===== src/rtl/oc_pkg.sv =====
// Shared types and constants for the ones' complement checksum controller.
package oc_pkg;

  localparam int unsigned WORD_W = 4;
  localparam logic [WORD_W-1:0] OC_NEG_ZERO = 4'hF;

  typedef enum logic [1:0] {
    IDLE  = 2'd0,
    ACCUM = 2'd1,
    DONE  = 2'd2
  } state_e;

endpackage


===== src/rtl/oc_adder.sv =====
// Combinational 4-bit ones' complement adder with end-around carry.
module oc_adder
  import oc_pkg::*;
(
  input  logic [WORD_W-1:0] a,
  input  logic [WORD_W-1:0] b,
  output logic [WORD_W-1:0] y
);

  logic [WORD_W:0] t;

  // Folding the carry back in cannot overflow a second time, so one fold is enough.
  always_comb begin
    t = {1'b0, a} + {1'b0, b};
    y = t[WORD_W-1:0] + {{(WORD_W-1){1'b0}}, t[WORD_W]};
  end

endmodule


===== src/rtl/oc_checksum_ctrl.sv =====
// Streams len words through oc_adder and reports the ones' complement checksum.
// Optional OC_VERIFY_EN adds the 'ok' output (final sum equals negative zero).
module oc_checksum_ctrl
  import oc_pkg::*;
(
  input  logic              clk,
  input  logic              reset,
  input  logic              start,
  input  logic [WORD_W-1:0] len,
  input  logic              in_valid,
  input  logic [WORD_W-1:0] in_data,
  output logic              in_ready,
  output logic              busy,
  output logic              done,
  output logic [WORD_W-1:0] sum,
  output logic [WORD_W-1:0] checksum
`ifdef OC_VERIFY_EN
  ,
  output logic              ok
`endif
);

  state_e            state_q, state_d;
  logic [WORD_W-1:0] cnt_q, cnt_d;
  logic [WORD_W-1:0] sum_q, sum_d;
  logic [WORD_W-1:0] checksum_q, checksum_d;
  logic              in_ready_q, in_ready_d;
  logic              busy_q, busy_d;
  logic              done_q, done_d;
  logic [WORD_W-1:0] add_y;
`ifdef OC_VERIFY_EN
  logic              ok_q, ok_d;
`endif

  oc_adder u_adder (
    .a (sum_q),
    .b (in_data),
    .y (add_y)
  );

  always_comb begin
    // NOTE: every signal assigned here gets a default first, so no latch is inferred.
    state_d    = state_q;
    cnt_d      = cnt_q;
    sum_d      = sum_q;
    checksum_d = checksum_q;
`ifdef OC_VERIFY_EN
    ok_d       = ok_q;
`endif

    unique case (state_q)
      IDLE: begin
        if (start) begin
          sum_d = '0;
          if (len == '0) begin
            state_d = DONE;
          end else begin
            cnt_d   = len;
            state_d = ACCUM;
          end
        end
      end
      ACCUM: begin
        if (in_valid && in_ready_q) begin
          sum_d = add_y;
          cnt_d = cnt_q - 1'b1;
          if (cnt_q == WORD_W'(1)) state_d = DONE;
        end
      end
      DONE:    state_d = IDLE;
      default: state_d = IDLE;
    endcase

    // Result registers load only on entry to DONE and then hold.
    if (state_d == DONE) begin
      checksum_d = ~sum_d;
`ifdef OC_VERIFY_EN
      ok_d       = (sum_d == OC_NEG_ZERO);
`endif
    end

    in_ready_d = (state_d == ACCUM);
    busy_d     = (state_d != IDLE);
    done_d     = (state_d == DONE);
  end

  // NOTE: sequential state uses non-blocking assignments so all flops update together.
  always_ff @(posedge clk) begin
    if (reset) begin
      state_q    <= IDLE;
      cnt_q      <= '0;
      sum_q      <= '0;
      checksum_q <= '0;
      in_ready_q <= 1'b0;
      busy_q     <= 1'b0;
      done_q     <= 1'b0;
`ifdef OC_VERIFY_EN
      ok_q       <= 1'b0;
`endif
    end else begin
      state_q    <= state_d;
      cnt_q      <= cnt_d;
      sum_q      <= sum_d;
      checksum_q <= checksum_d;
      in_ready_q <= in_ready_d;
      busy_q     <= busy_d;
      done_q     <= done_d;
`ifdef OC_VERIFY_EN
      ok_q       <= ok_d;
`endif
    end
  end

  assign in_ready = in_ready_q;
  assign busy     = busy_q;
  assign done     = done_q;
  assign sum      = sum_q;
  assign checksum = checksum_q;
`ifdef OC_VERIFY_EN
  assign ok       = ok_q;
`endif

endmodule


===== config.mk =====
export PLATFORM = sky130hd
export DESIGN_NAME = oc_checksum_ctrl
export DESIGN_NICKNAME = d
export VERILOG_FILES = /design/src/rtl/oc_pkg.sv /design/src/rtl/oc_adder.sv /design/src/rtl/oc_checksum_ctrl.sv
export SDC_FILE = /design/constraint.sdc
export NUM_CORES = 1
export LEC_CHECK = 0
export ABC_AREA = 1
export CAP_MARGIN = 20
export CORE_UTILIZATION = 35
export CTS_CLUSTER_SIZE = 12
export DETAILED_ROUTE_END_ITERATION = 10
export DONT_BUFFER_PORTS = 1
export PLACE_DENSITY_LB_ADDON = 0.2
export SYNTH_ARGS = -nofsm -noshare
export SYNTH_HDL_FRONTEND = slang
export SYNTH_SLANG_ARGS = --single-unit
export TNS_END_PERCENT = 30

===== constraint.sdc =====
create_clock -name clk -period 7.45 [get_ports clk]
set_input_delay 1.49 -clock clk [delete_from_list [all_inputs] [get_ports clk]]
set_output_delay 1.49 -clock clk [all_outputs]
set_load 0.005 [all_outputs]

# After elaboration in Yosys (flattened, before gate mapping)
# Cells that the tools add are included.
[op_classes]
n_bitwise = 1
n_eq_ne = 7
addsub = 3
mux = 12
n_reduce_logical = 6
[ops]
columns = ["cell", "n"]
rows = [
  ["4-bit two-way mux", 5],
  ["4-bit case mux with 2 select lines", 2],
  ["2-bit two-way mux", 4],
  ["2-bit inequality test (second input constant)", 3],
  ["4-bit by 4-bit adder with 5-bit output", 1],
  ["4-bit by 1-bit adder with 4-bit output", 1],
  ["2-bit by 1-bit equality test with 1-bit output (second input constant)", 2],
  ["4-bit by 1-bit equality test with 1-bit output (second input constant)", 1],
  ["4-bit logical NOT", 1],
  ["4-bit NOT", 1],
  ["2-bit case mux with 2 select lines", 1],
  ["4-bit AND reduction", 1],
  ["2-bit nonzero test", 2],
  ["4-bit by 1-bit subtractor with 4-bit output (second input constant)", 1],
  ["2-bit equality test (second input constant)", 1],
  ["2-bit logical NOT", 1],
  ["1-bit logical AND", 1],
]
[totals]
wordCells = 36
input_bits = 12
ff_bits = 17

# Logic depth before layout (Yosys ltp)
[logic_depth]
ltp_word = 5
ltp_mapped = 13

# Hierarchy
# A second synthesis with hierarchy kept.
[unflattened]
hier_cells = 156
hier_area_um2 = 1091.0
[modules_own_cells]
columns = ["mod", "cells_each", "n_inst", "area_each_um2", "seq_area_each_um2"]
rows = [
  ["oc_checksum_ctrl", 118, 1, 843.3, 340.3],
  ["oc_adder", 38, 1, 247.7, 0.0],
]

# Worst setup path before layout
# No wires, ideal clock.
[synth_path]
kind = "in2reg"
from = "in in_data[0]"
to = "reg checksum_q[2] (netlist: checksum[2])"
slack_ns = 3.996
setup_time_ns = 0.117
stages = 11
t_arrival_ns = 3.337
n_path_buf = 0
path_cell_list = "ha_1 -> fa_1 -> nand2_1 -> a21oi_1 -> or2_2 -> ha_1 -> ha_1 -> xor2_1 -> a21o_1 -> a21oi_1 -> nor2_1"
[synth_between]
elab_chain_len = 5
[synth_rtl]
columns = ["element", "line_no", "rtl"]
rows = [
  ["start: declaration", "oc_checksum_ctrl.sv:11", "input logic [WORD_W-1:0] in_data,"],
  ["4-bit by 4-bit adder with 5-bit output", "oc_adder.sv:14", "t = {1'b0, a} + {1'b0, b};"],
  ["4-bit by 1-bit adder with 4-bit output", "oc_adder.sv:15", "y = t[WORD_W-1:0] + {{(WORD_W-1){1'b0}}, t[WORD_W]};"],
  ["4-bit two-way mux", "oc_checksum_ctrl.sv:64", "if (in_valid && in_ready_q) begin"],
  ["4-bit case mux with 2 select lines", "oc_checksum_ctrl.sv:51", "unique case (state_q)"],
  ["4-bit NOT", "oc_checksum_ctrl.sv:76", "checksum_d = ~sum_d;"],
  ["end signal: assignment", "oc_checksum_ctrl.sv:104", "checksum_q <= checksum_d;"],
  ["end: declaration", "oc_checksum_ctrl.sv:26", "logic [WORD_W-1:0] checksum_q, checksum_d;"],
]
# Every way passes these cells.
# A chain may end at the register's enable or synchronous reset.

# Final worst setup path
# Ends and elaborated chain as after synthesis.

==> impl_metrics.yaml <==
cells_and_area:
  areaGrowthSynthToFinish_pct: 6.50
  diodes: 0
  stdcell_area_sq_um: 1070
  drive_gt1_frac: 0.126
  nets: 157
  fillers: 280
  fin_cells: 166
pwr:
  p_sw_w: 0.0000541
  power.density_nw_per_um2: 171
  p_clk_frac: 0.279
  leakage_nw: 0.500
  p_sw_frac: 0.296
  pwr-share-comb: 0.179
  total_power_w: 0.000182
  p_int_w: 0.000128
  seq_power_share: 0.542
  irDropWorstVdd_mv: 0.123
cts:
  clock-root-buffer: "clkbuf_4"
  cts_resized: 0
  clock_latency_ns: 0.30
  cts_setup_buffers: 0
  numCtsBuffers: 3
  cts_hold_buf: 0
  cts_htree_levels: 1
  clockBufferDepth: 2
  path_clk_slew_ns: 0.11
  cts_tree: "yes"
  clock-sinks: 17
grt:
  first_global_vias: 823
  grt_pass1_wl_mm: 3.51
  grt_max_degree: 12
  grt.overflow.total: 0
  grt_antenna_before_repair: 0
  grtUsageTotal: 0.146
timing:
  setup_slack_ns: 4.20
  setup_violations: 0
  worst_pin_slew_ns: 0.278
  clock_skew_ns: 0.0119
  timing.fmax_mhz: 308
  min_period_ns: 3.25
  relSlewSlack: 0.813
  finalCritPeriodShare: 0.436
  tns_ns: 0
  drv_slew: 0
  final_hold_viol_count: 0
  rsz0062_at_grt: "no"
routing:
  drt_wl_total_mm: 1.93
  vias: 819
  wl_per_cell_um: 11.6
  route.detailed.drc: 0
  via_per_inst: 4.93
  drt-initial-drc-count: 23
  ant_nets: 0
  firstDrtPassIters: 4
synth:
  ys.flop_type: "dfxtp_1"
  synth_seq_cells: 17
  synth.most_common_cell: "nand2_1"
  synth_top_family_by_area: "simple AND/OR/NAND/NOR gates"
  synth.area.mux_share: 0
  synthTopCellsByCount: "nand2_1 (22), inv_1 (21), dfxtp_1 (17), a21oi_1 (15)"
  synth_cell_types: 25
  synthAdderAreaFrac: 0.120
  synth_area_leaders: "dfxtp_1 (34%), ha_1 (10%), nand2_1 (8.3%)"
  syn_avg_cell_area_sq_um: 7.58
  synth_compound_area_frac: 0.178
  syn_area_sq_um: 1000
  synth_top_area_frac: 0.340
  synth_top_area_cell: "dfxtp_1"
  synthXorXnorAreaFrac: 0.0175
  async_reset_ff_frac: 0
  synth_edf_count: 0
  syn_nets: 153
  synth.yosys.seq_area_share: 0.340
  syn_inst: 132
  synth_simple_gate_area_frac: 0.251
  yosys_warnings: 0
critical_path:
  worstPathArrival_ns: 3.45
  cp-start-kind: "input pin"
  crit_family: "adder cells"
  worst-path-buf-inv: 0
  crit_fanout: 3
  worst-setup-path-type: "in -> reg"
  critPathRequiredTime_ns: 7.65
  cp_cell_sequence: "ha_1, fa_1, nand2_1, a21oi_1, or2_2, ha_1, ha_1, xor2_1, a21o_1, a21oi_1, nor2_1"
  crit_path_max_incr_delay_ns: 0.39
  crit_slowest_cell: "fa_1"
  cpMostUsedCell: "ha_1"
  endpoint_kind: "flop"
placement:
  hpwl_mm: 1.59
  gp_congestion: 0.779
  portBuffers: 0
  dp.cells: 162
  placedInstanceArea_sq_um: 1040
  pre_cts_ws_ns: 3.89
floorplan:
  die_w_um: 55.5
  initial_core_util: 0.366
  io-pin-count: 23
  die_y_um: 55.5
  core_sq_um: 2730
  row_count: 19
  fp.dieArea_sq_um: 3080
job:
  drv_cap: 0
run_status:
  outcome: "finished clean"
min_path:
  hold_class: "reg -> reg"
==> cell usage in the layout (no fill, tap or decap) <==
master	Yosys	layout
nand4_1	1	1
nor2_2	1	1
inv_2	3	3
nor2_8	1	1
nand3_1	7	7
dfxtp_1	17	17
xor2_1	2	2
ha_1	8	8
a31oi_1	1	1
nand2_2	3	3
o22ai_1	2	2
or2_2	1	1
nand2_1	22	22
clkbuf_4	0	3
nand2_4	2	2
inv_1	21	21
fa_1	1	1
nor2_1	7	7
a21oi_1	15	15
nor4_4	1	1
o21ai_4	1	1
or2_1	1	1
a21o_1	1	1
clkinvlp_4	0	1
o21ai_1	4	4
o21ai_0	8	8
==> through the flow <==
stage,hold slack (ns),utilization
floorplan,0.444,-
CTS,0.477,0.390
detailed placement,0.458,0.379
finish,0.469,0.390
global route,0.495,0.390
global placement,0.449,0.379
==> layout make-up <==
type,instances,area [sq um],share of cell area
Clock buffer,3,22.5,0.0211
Multi-Input combinational cell,90,567,0.532
Sequential cell,17,340,0.319
Clock inverter,1,7.51,0.00704
Tap cell,31,38.8,0.0364
Inverter,24,90.1,0.0845
==> power by group through the flow <==
stage	Sequential, W	Clock [W]	Combinational [W]
3_3_place_gp	0.000101	0	0.0000325
6_report	0.0000990	0.0000508	0.0000327
4_1_cts	0.0000991	0.0000535	0.0000330
3_5_place_dp	0.000101	0	0.0000329
5_1_grt	0.0000997	0.0000572	0.0000386
2_1_floorplan	0.000100	0	0.0000278
==> worst reg2reg max path: cells and delay by family (launching register included) <==
kind,cells,cell delay (ns)
AOI/OAI and AO/OA,3,0.34
xor gates and xnor gates,1,0.16
and+or+nand+nor,3,0.46
DFF,1,0.36
adders and majority gates,4,1.02
==> layer usage <==
| metal | GRT usage | up-vias | routed length [um] |
|---|---|---|---|
| met5 | 0 | - | 0 |
| met4 | 0.0429 | 0 | 21 |
| met3 | 0.0562 | 2 | 104 |
| met2 | 0.234 | 16 | 898 |
| met1 | 0.182 | 368 | 903 |
| li1 | - | 433 | - |
==> logic make-up after synthesis <==
logic type      count (synthesis)
xor+xnor                        2
fa+ha+maj                       9
buf+inv                        25
compound gates                 32
flops                          17
simple gates                   47
==> worst paths after layout <==
kind,slack (ns),end,startpoint,cells past startpoint
max reg2reg,5.01,checksum[2],sum[0],11
max,4.20,checksum[2],in_data[0],11
min,0.47,cnt_q[3],cnt_q[3],2
min reg2reg,0.47,cnt_q[3],cnt_q[3],2
No activity file was read; power rests on OpenSTA's default activity.
